--- config.mk ---
export PLATFORM = sky130hd
export DESIGN_NAME = cnn_conv_mac_ctrl_flat
export DESIGN_NICKNAME = d
export VERILOG_FILES = /design/src/rtl/cnn_conv_mac_ctrl_pkg.sv /design/src/rtl/cnn_conv_mac_ctrl_if.sv /design/src/rtl/cnn_mac_mul_10s_14s.sv /design/src/rtl/cnn_conv_mac_ctrl.sv /design/src/flat_wrapper.sv
export SDC_FILE = /design/constraint.sdc
export NUM_CORES = 1
export LEC_CHECK = 0
export CORE_MARGIN = 2
export CORE_UTILIZATION = 59
export DETAILED_ROUTE_END_ITERATION = 8
export PLACE_DENSITY_LB_ADDON = 0.25
export SYNTH_ARGS = -nofsm -noshare
export SYNTH_HDL_FRONTEND = slang
export SYNTH_SLANG_ARGS = --single-unit
export TNS_END_PERCENT = 10
--- constraint.sdc ---
create_clock -name ap_clk -period 3.05 [get_ports ap_clk]
set_input_delay 0.4575 -clock ap_clk [delete_from_list [all_inputs] [get_ports ap_clk]]
set_output_delay 0.4575 -clock ap_clk [all_outputs]
set_load 0.01 [all_outputs]
--- src/rtl/cnn_conv_mac_ctrl_pkg.sv ---
// cnn_conv_mac_ctrl_pkg
// Shared definitions for the convolution MAC controller. This file has no ports.
// It provides:
//   - the operand, product and accumulator widths
//   - the controller state encoding
//   - a helper that sign-extends a product to the accumulator width
package cnn_conv_mac_ctrl_pkg;

  localparam int ACT_W  = 10;  // signed activation width
  localparam int WGT_W  = 14;  // signed weight width
  localparam int PROD_W = 25;  // signed product width (10s x 14s, with headroom)
  localparam int ACC_W  = 32;  // signed accumulator width
  localparam int ADDR_W = 4;   // tap address width (up to 16 taps)

  typedef enum logic [1:0] {
    S_IDLE  = 2'd0,
    S_RUN   = 2'd1,
    S_DRAIN = 2'd2,
    S_OUT   = 2'd3
  } state_t;

  function automatic logic signed [ACC_W-1:0] sext_prod(input logic signed [PROD_W-1:0] p);
    return {{(ACC_W-PROD_W){p[PROD_W-1]}}, p};
  endfunction

endpackage

--- src/rtl/cnn_conv_mac_ctrl_if.sv ---
// cnn_conv_mac_ctrl_if
// Groups every signal of the MAC controller except its clock and reset.
//   Block control : ap_start, ap_idle, ap_ready, ap_done, bias
//   Memory ports  : act_address0 / act_ce0 / act_q0 and w_address0 / w_ce0 / w_q0
//   Result stream : out_data, out_valid, out_ready
// Modports:
//   slave  - the controller itself
//   master - the host side, which issues starts and serves both memories
interface cnn_conv_mac_ctrl_if;
  import cnn_conv_mac_ctrl_pkg::*;

  logic                     ap_start;
  logic                     ap_idle;
  logic                     ap_ready;
  logic                     ap_done;
  logic signed [ACC_W-1:0]  bias;

  logic [ADDR_W-1:0]        act_address0;
  logic                     act_ce0;
  logic signed [ACT_W-1:0]  act_q0;

  logic [ADDR_W-1:0]        w_address0;
  logic                     w_ce0;
  logic signed [WGT_W-1:0]  w_q0;

  logic signed [ACC_W-1:0]  out_data;
  logic                     out_valid;
  logic                     out_ready;

  modport slave (
    input  ap_start, bias, act_q0, w_q0, out_ready,
    output ap_idle, ap_ready, ap_done,
           act_address0, act_ce0, w_address0, w_ce0,
           out_data, out_valid
  );

  modport master (
    output ap_start, bias, act_q0, w_q0, out_ready,
    input  ap_idle, ap_ready, ap_done,
           act_address0, act_ce0, w_address0, w_ce0,
           out_data, out_valid
  );

endinterface

--- src/rtl/cnn_mac_mul_10s_14s.sv ---
// cnn_mac_mul_10s_14s
// Combinational signed multiplier: 10-bit signed times 14-bit signed gives a
// 25-bit signed product. The structure is kept plain so synthesis can map it
// onto a DSP slice.
//   a_i : activation operand
//   b_i : weight operand
//   p_o : product
module cnn_mac_mul_10s_14s
  import cnn_conv_mac_ctrl_pkg::*;
(
  input  logic signed [ACT_W-1:0]  a_i,
  input  logic signed [WGT_W-1:0]  b_i,
  output logic signed [PROD_W-1:0] p_o
);

  // Both operands are widened to the product width before multiplying, so
  // the full-precision result is kept.
  assign p_o = PROD_W'(a_i) * PROD_W'(b_i);

endmodule

--- src/rtl/cnn_conv_mac_ctrl.sv ---
// cnn_conv_mac_ctrl
// Computes one dot product per start: acc = bias + sum(act[i] * w[i]) for
// i = 0 .. NTAPS-1. When RELU is enabled, a negative result is clamped to 0.
//   ap_clk : clock
//   ap_rst : asynchronous active-high reset
//   bus    : slave view of cnn_conv_mac_ctrl_if, which carries block control,
//            both memory read ports and the result handshake
// Timing: out_valid is first high NTAPS+3 cycles after the cycle in which the
// start is accepted.
module cnn_conv_mac_ctrl
  import cnn_conv_mac_ctrl_pkg::*;
#(
  parameter int NTAPS = 9,
  parameter int RELU  = 1
) (
  input  logic              ap_clk,
  input  logic              ap_rst,
  cnn_conv_mac_ctrl_if.slave bus
);

  localparam logic [ADDR_W-1:0] LAST_TAP = ADDR_W'(NTAPS - 1);

  state_t                   state_q, state_d;
  logic [ADDR_W-1:0]        cnt_q, cnt_d;
  logic signed [ACC_W-1:0]  acc_q, acc_d;
  logic signed [PROD_W-1:0] prod_q, prod_d;
  logic                     s1_vld_q, s1_vld_d;   // read data present on *_q0 this cycle
  logic                     s2_vld_q, s2_vld_d;   // prod_q holds a product awaiting accumulation
  logic signed [PROD_W-1:0] mul_p;
  logic                     run;
  logic                     handshake;

  cnn_mac_mul_10s_14s u_mul (
    .a_i (bus.act_q0),
    .b_i (bus.w_q0),
    .p_o (mul_p)
  );

  always_ff @(posedge ap_clk or posedge ap_rst) begin
    if (ap_rst) begin
      state_q  <= S_IDLE;
      cnt_q    <= '0;
      acc_q    <= '0;
      prod_q   <= '0;
      s1_vld_q <= 1'b0;
      s2_vld_q <= 1'b0;
    end else begin
      state_q  <= state_d;
      cnt_q    <= cnt_d;
      acc_q    <= acc_d;
      prod_q   <= prod_d;
      s1_vld_q <= s1_vld_d;
      s2_vld_q <= s2_vld_d;
    end
  end

  always_comb begin
    state_d  = state_q;
    cnt_d    = cnt_q;
    acc_d    = acc_q;
    // A read issued in RUN returns data one cycle later. That data is
    // multiplied into prod_q, and the product is added to acc one cycle
    // after that.
    s1_vld_d = (state_q == S_RUN);
    s2_vld_d = s1_vld_q;
    prod_d   = s1_vld_q ? mul_p : prod_q;
    if (s2_vld_q) begin
      acc_d = acc_q + sext_prod(prod_q);
    end

    case (state_q)
      S_IDLE: begin
        if (bus.ap_start) begin
          acc_d   = bus.bias;
          cnt_d   = '0;
          state_d = S_RUN;
        end
      end
      S_RUN: begin
        cnt_d = cnt_q + 1'b1;
        if (cnt_q == LAST_TAP) begin
          cnt_d   = '0;
          state_d = S_DRAIN;
        end
      end
      // The counter is reused here to time the two pipeline-flush cycles.
      S_DRAIN: begin
        cnt_d = cnt_q + 1'b1;
        if (cnt_q == ADDR_W'(1)) begin
          cnt_d   = '0;
          state_d = S_OUT;
        end
      end
      S_OUT: begin
        if (bus.out_ready) begin
          state_d = S_IDLE;
        end
      end
      default: state_d = S_IDLE;
    endcase
  end

  assign run       = (state_q == S_RUN);
  assign handshake = (state_q == S_OUT) && bus.out_ready;

  assign bus.act_ce0      = run;
  assign bus.w_ce0        = run;
  assign bus.act_address0 = run ? cnt_q : '0;
  assign bus.w_address0   = run ? cnt_q : '0;

  assign bus.ap_idle   = (state_q == S_IDLE);
  assign bus.ap_done   = handshake;
  assign bus.ap_ready  = handshake;
  assign bus.out_valid = (state_q == S_OUT);
  assign bus.out_data  = ((RELU != 0) && acc_q[ACC_W-1]) ? '0 : acc_q;

endmodule

--- src/flat_wrapper.sv ---
// flat-port wrapper written by rule: the top's interface ports become plain ports
module cnn_conv_mac_ctrl_flat import cnn_conv_mac_ctrl_pkg::*;
#(
  parameter int NTAPS = 9,
  parameter int RELU  = 1
)
  (ap_clk, ap_rst, bus_ap_start, bus_bias, bus_act_q0, bus_w_q0, bus_out_ready, bus_ap_idle, bus_ap_ready, bus_ap_done, bus_act_address0, bus_act_ce0, bus_w_address0, bus_w_ce0, bus_out_data, bus_out_valid);
  cnn_conv_mac_ctrl_if bus_i ();
  input  logic ap_clk;
  input  logic ap_rst;
  input wire logic [$bits(bus_i.ap_start)-1:0] bus_ap_start;
  input wire logic [$bits(bus_i.bias)-1:0] bus_bias;
  input wire logic [$bits(bus_i.act_q0)-1:0] bus_act_q0;
  input wire logic [$bits(bus_i.w_q0)-1:0] bus_w_q0;
  input wire logic [$bits(bus_i.out_ready)-1:0] bus_out_ready;
  output wire logic [$bits(bus_i.ap_idle)-1:0] bus_ap_idle;
  output wire logic [$bits(bus_i.ap_ready)-1:0] bus_ap_ready;
  output wire logic [$bits(bus_i.ap_done)-1:0] bus_ap_done;
  output wire logic [$bits(bus_i.act_address0)-1:0] bus_act_address0;
  output wire logic [$bits(bus_i.act_ce0)-1:0] bus_act_ce0;
  output wire logic [$bits(bus_i.w_address0)-1:0] bus_w_address0;
  output wire logic [$bits(bus_i.w_ce0)-1:0] bus_w_ce0;
  output wire logic [$bits(bus_i.out_data)-1:0] bus_out_data;
  output wire logic [$bits(bus_i.out_valid)-1:0] bus_out_valid;
  assign bus_i.ap_start = bus_ap_start;
  assign bus_i.bias = bus_bias;
  assign bus_i.act_q0 = bus_act_q0;
  assign bus_i.w_q0 = bus_w_q0;
  assign bus_i.out_ready = bus_out_ready;
  assign bus_ap_idle = bus_i.ap_idle;
  assign bus_ap_ready = bus_i.ap_ready;
  assign bus_ap_done = bus_i.ap_done;
  assign bus_act_address0 = bus_i.act_address0;
  assign bus_act_ce0 = bus_i.act_ce0;
  assign bus_w_address0 = bus_i.w_address0;
  assign bus_w_ce0 = bus_i.w_ce0;
  assign bus_out_data = bus_i.out_data;
  assign bus_out_valid = bus_i.out_valid;
  cnn_conv_mac_ctrl #(.NTAPS(NTAPS), .RELU(RELU)) u_core (.ap_clk(ap_clk), .ap_rst(ap_rst), .bus(bus_i));
endmodule
# Word level (Yosys, flattened, before mapping)
# Index checks and enable logic that the tools add are counted.
[totals]
word_cells = 37
mem_count = 0
output_inout_bits = 46
rom_bits = 0
ramBits = 0
latchBits = 0
register_bits = 64
[op_classes]
bitwise_logic = 0
multipliers = 1
add_sub_neg = 2
n_eq_ne = 9
div = 0
n_reduce_logical = 5
n_shift = 0
mux = 14
magnitude_cmp = 0
[ops]
columns = ["op", "count"]
rows = [
  ["$mux 32", 3],
  ["$add 32x24->32", 1],
  ["$mux 31", 1],
  ["$mul 10x14->24", 1],
  ["$mux 4", 4],
  ["$pmux 4 s3", 1],
  ["$mux 2", 4],
  ["$pmux 2 s4", 1],
  ["$ne 2x2->1 const B", 3],
  ["$add 4x1->4 const B", 1],
  ["$eq 2x2->1 const B", 2],
  ["$eq 4x1->1 const B", 1],
  ["$eq 4x4->1 const B", 1],
  ["$reduce_and 4->1", 1],
  ["$reduce_bool 3->1", 1],
  ["$eq 2x1->1 const B", 1],
  ["$logic_not 2->1", 1],
  ["$ne 2x1->1 const B", 1],
  ["$reduce_and 2->1", 1],
  ["$logic_and 1x1->1", 1],
]

# Logic depth before layout (Yosys ltp)
[depth]
ltp_word = 4
depth_mapped = 22
mapped_depth_nobuf = 21

# Modules after synthesis
# Synthesis repeated with hierarchy kept, for this count alone.
[hier_totals]
cells_unflattened = 1125
hier_area_um2 = 10123.5
[by_module_without_submodules]
columns = ["mod", "area_each_um2", "seq_area_each_um2", "cells_per_inst", "n_inst"]
rows = [
  ["cnn_mac_mul_10s_14s", 5330.1, 0.0, 615, 1],
  ["cnn_conv_mac_ctrl", 4793.3, 1626.6, 510, 1],
]

# Worst setup path after synthesis
# No wires, ideal clock.
[synth_path]
path_type = "input -> register"
start = "in bus_act_q0[4]"
end = "reg u_core.prod_q[16]"
slack_ns = -2.242
required_ns = 2.925
stages = 20
setup_time_ns = 0.125
t_arrival_ns = 5.167
n_path_buf = 1
cell_sequence = "clkbuf_1 -> nand2_1 -> fa_1 -> inv_1 -> fa_1 -> fa_1 -> fa_1 -> inv_1 -> fa_1 -> inv_1 -> ha_1 -> a21o_1 -> a21oi_1 -> o22ai_1 -> or3_1 -> a21oi_1 -> o21bai_1 -> a21oi_1 -> xnor2_1 -> mux2_2"
[synth_via]
elab_chain_cells = 1
[synth_rtl]
columns = ["item", "line_no", "text"]
rows = [
  ["start: declaration", "flat_wrapper.sv:13", "input wire logic [$bits(bus_i.act_q0)-1:0] bus_act_q0;"],
  ["$mul 10x14->24", "cnn_mac_mul_10s_14s.sv:18", "assign p_o = PROD_W'(a_i) * PROD_W'(b_i);"],
  ["end signal: assignment", "cnn_conv_mac_ctrl.sv:51", "prod_q <= prod_d;"],
  ["end: declaration", "cnn_conv_mac_ctrl.sv:26", "logic signed [PROD_W-1:0] prod_q, prod_d;"],
]
# No other way between the ends.
# A chain may end at the register's enable or synchronous reset.

# Final worst setup path
[layout_path]
start = "in bus_w_q0[5]"
end = "reg u_core.prod_q[20]"
[layout_via]
elab_chain_cells = 1
[layout_rtl]
columns = ["item", "line_no", "text"]
rows = [
  ["start: declaration", "flat_wrapper.sv:14", "input wire logic [$bits(bus_i.w_q0)-1:0] bus_w_q0;"],
  ["$mul 10x14->24", "cnn_mac_mul_10s_14s.sv:18", ""],
]
# No other way between the ends.

==> qor.yml <==
grt_max_degree: 39
end_kind: "flip-flop"
p_comb_share_pct: 83.4
insertion_delay_ps: 330
cp_num_buf_inv: 5
clock_path_buffers: 2
nets: 1624
startpoint_type: "input port"
max_slew_margin_pct: 28.6
setup_viol: 20
hp-class: "in -> async"
place.port_buffers: 104
ys_ff_latch: 64
dieArea_mm2: 0.0178
tightest_slew_ps: 1070
rsz0062_at_grt: "yes"
cp_slowest_cell: "fa_1"
switching_share_pct: 47.5
critPathArrivalTime_ps: 5230
place_area_mm2: 0.0121
finalClockSkew_ps: 8.25
multiInputGateArea_mm2: 0.00776
seq_area_mm2: 0.00160
drcViolationCount: 0
synth_area_leaders: "fa_1 (25%), dfrtp_1 (16%), ha_1 (12%)"
cap_viol_max_count: 0
nFillCells: 1159
power_density_mw_per_mm2: 1330
outcome: "finished, violations left"
stdcell_count: 1569
peakVddDrop_v: 0.000993
synth_top_cell_area_share_pct: 25.1
cts_tree: "done"
dieWidth_um: 133
crit_family: "adder cells"
synthArstFlopShare_pct: 100
wl_per_cell_um: 16.1
netlist_area_mm2: 0.00988
final_common_cell: "inv_1"
groute.usage.overall_pct: 29.5
dpl.hpwl_um: 19400
seqPwrFrac_pct: 10.3
clk_pin_slew_worst_paths_ps: 60
max_freq_mhz: 199
clockRootBuffer: "clkbuf_16"
antenna_found_initial: 0
drt_pass1_iterations: 5
synthDistinctLibCells: 60
synth_edf_count: 0
worst_slack_ps: -1970
drt_wl_total_um: 25200
worstPathRequired_ps: 3260
cts_max_level: 3
num_rows: 47
dpl.cell_count: 1539
fin_crit_ps: 5020
violations: "negative setup slack"
intPower_w: 0.00893
drive_gt1_share_pct: 21.4
ant_nets: 0
cts_sinks: 64
grt_pass1_vias: 9216
first_iter_violations: 512
max_stage_delay_ps: 550
cts_buffers: 9
timing.critical_path.cells: "buf_4, and2_4, fa_1, inv_1, fa_1, inv_2, fa_2, fa_1, inv_2, fa_1, inv_2, ha_4, a21o_1, a21oi_2, o22ai_2, o31ai_4, a21oi_2, o21ai_2, nand2b_1, xor2_1, mux2_4"
maxSlewViolCount: 0
synthesis.nets: 1419
crit_path_max_fanout: 9
antenna_cells: 0
p_switching_w: 0.00809
yosysSeqAreaShare_pct: 16.2
crit_type: "in -> reg"
area.growth.synth_to_final_pct: 29.1
pin_count: 106
gp_congestion: 0.918
pwr-share-clk_pct: 6.2
core_mm2: 0.0165
fin_crit_sh_pct: 165
finish.utilization_pct: 77.5
grt_pass1_wl_um: 42400
p_leak_nw: 6.23
stdcell_area_mm2: 0.0128
syn_inst: 1139
syn_area_per_cell_um2: 8.68
initial_core_util_pct: 60.0
synth_top_flop_cell: "dfrtp_1"
final_cell_mix: "inv_1 (181), buf_4 (131), nand2_1 (121)"
num_vias: 8666
grt.overflow.total: 0
yosys_warnings: 0
vias_per_cell: 5.52
yosys.area.top_type: "fa_1"
hold_viol_final: 0
die_y_um: 133
cpMostUsedCell: "fa_1"
[synthesized netlist by cell type (all sizes together), types with 16 or more instances]
library cell  number
nor2              57
and2              61
ha                96
nand2            129
a21oi             63
o21ai             50
dfrtp             64
nor2b             39
clkbuf            41
mux2              19
inv              192
a21o              16
xnor2             35
fa               124
[cell type report]
class | instances | share of cell area, %
timing repair buffer | 244 | 16.4
clock inverter | 7 | 0.618
clock buffer | 9 | 1.77
tap | 220 | 2.16
inverter | 193 | 5.70
sequential | 64 | 12.6
multi-input combinational | 832 | 60.8
[per-stage QoR]
stage / hold WS (ps) / setup WS [ps] / total power (W) / setup TNS [ps]
2_1_floorplan: 408 / -1950 / 0.0105 / -29440
3_3_place_gp: 505 / -2660 / 0.0140 / -44910
3_5_place_dp: 507 / -2810 / 0.0144 / -46300
4_1_cts: 525 / -1930 / 0.0163 / -29050
5_1_grt: 533 / -2120 / 0.0186 / -32220
6_report: 525 / -1970 / 0.0170 / -29240
[cells by family after synthesis]
group,Yosys count,share of synthesized area (%)
and+or+nand+nor,340,16.7
buffers and inverters,243,9.50
adders and majority gates,220,37.3
AOI/OAI and AO/OA,192,12.6
DFF,64,16.2
xor gates and xnor gates,45,3.99
muxes,34,3.68
other,1,0.0379
[worst reg2reg max path, cell delays in order (launching register included)]
cell and delay, ps:
dfrtp_1 400, ha_1 420, a21oi_4 240, o211ai_2 140
a221oi_4 390, a21oi_2 160, o21ai_4 190, a21oi_2 90
o41ai_2 370, mux2i_1 150, a211o_1 280
[worst paths after layout]
check / from / endpoint / slack [ps] / cells past startpoint
worst min register to register: u_core.prod_q[14]$_DFFE_PP0P_ / u_core.prod_q[14]$_DFFE_PP0P_ / 530 / 1
worst max-delay path: bus_w_q0[5] / u_core.prod_q[20]$_DFFE_PP0P_ / -1970 / 21
worst max register to register: u_core.prod_q[4]$_DFFE_PP0P_ / u_core.acc_q[27]$_DFF_PP0_ / 100 / 10
max in group asynchronous: ap_rst / u_core.prod_q[22]$_DFFE_PP0P_ / 1880 / 3
worst min-delay path: ap_rst / u_core.acc_q[27]$_DFF_PP0_ / 530 / 2
min in group ap_clk: u_core.prod_q[14]$_DFFE_PP0P_ / u_core.prod_q[14]$_DFFE_PP0P_ / 530 / 1
[registers in the layout (all words and copies together) (netlist names)]
register         count
u_core.s1_vld_q      1
u_core.acc_q        32
u_core.state_q       2
u_core.cnt_q         4
u_core.prod_q       24
u_core.s2_vld_q      1
[timing repair]
item / in CTS / in global routing
hold buffers: 0 / 0
cloned: 1 / 0
pin swaps: 53 / 22
buffers inserted: 13 / 1
resized for setup: 168 / 28
setup endpoints to repair: 21 / 24
[power by group through the flow]
stage / logic [W] / clock network (W) / registers, W
after floorplan: 0.00891 / 0 / 0.00155
after global placement: 0.0123 / 0 / 0.00173
after CTS: 0.0135 / 0.00106 / 0.00174
after detailed placement: 0.0127 / 0 / 0.00175
after global routing: 0.0157 / 0.00110 / 0.00181
final: 0.0142 / 0.00106 / 0.00176
[routing by layer]
metal | track usage [%] | vias to the layer above | part of all wire [%]
met2 | 52.4 | 272 | 52
met5 | 0 | - | 0
met1 | 36.8 | 4284 | 40
li1 | - | 4061 | -
met4 | 8.39 | 0 | 2.1
met3 | 5.44 | 49 | 5.6
No activity file was read; power rests on OpenSTA's default activity.
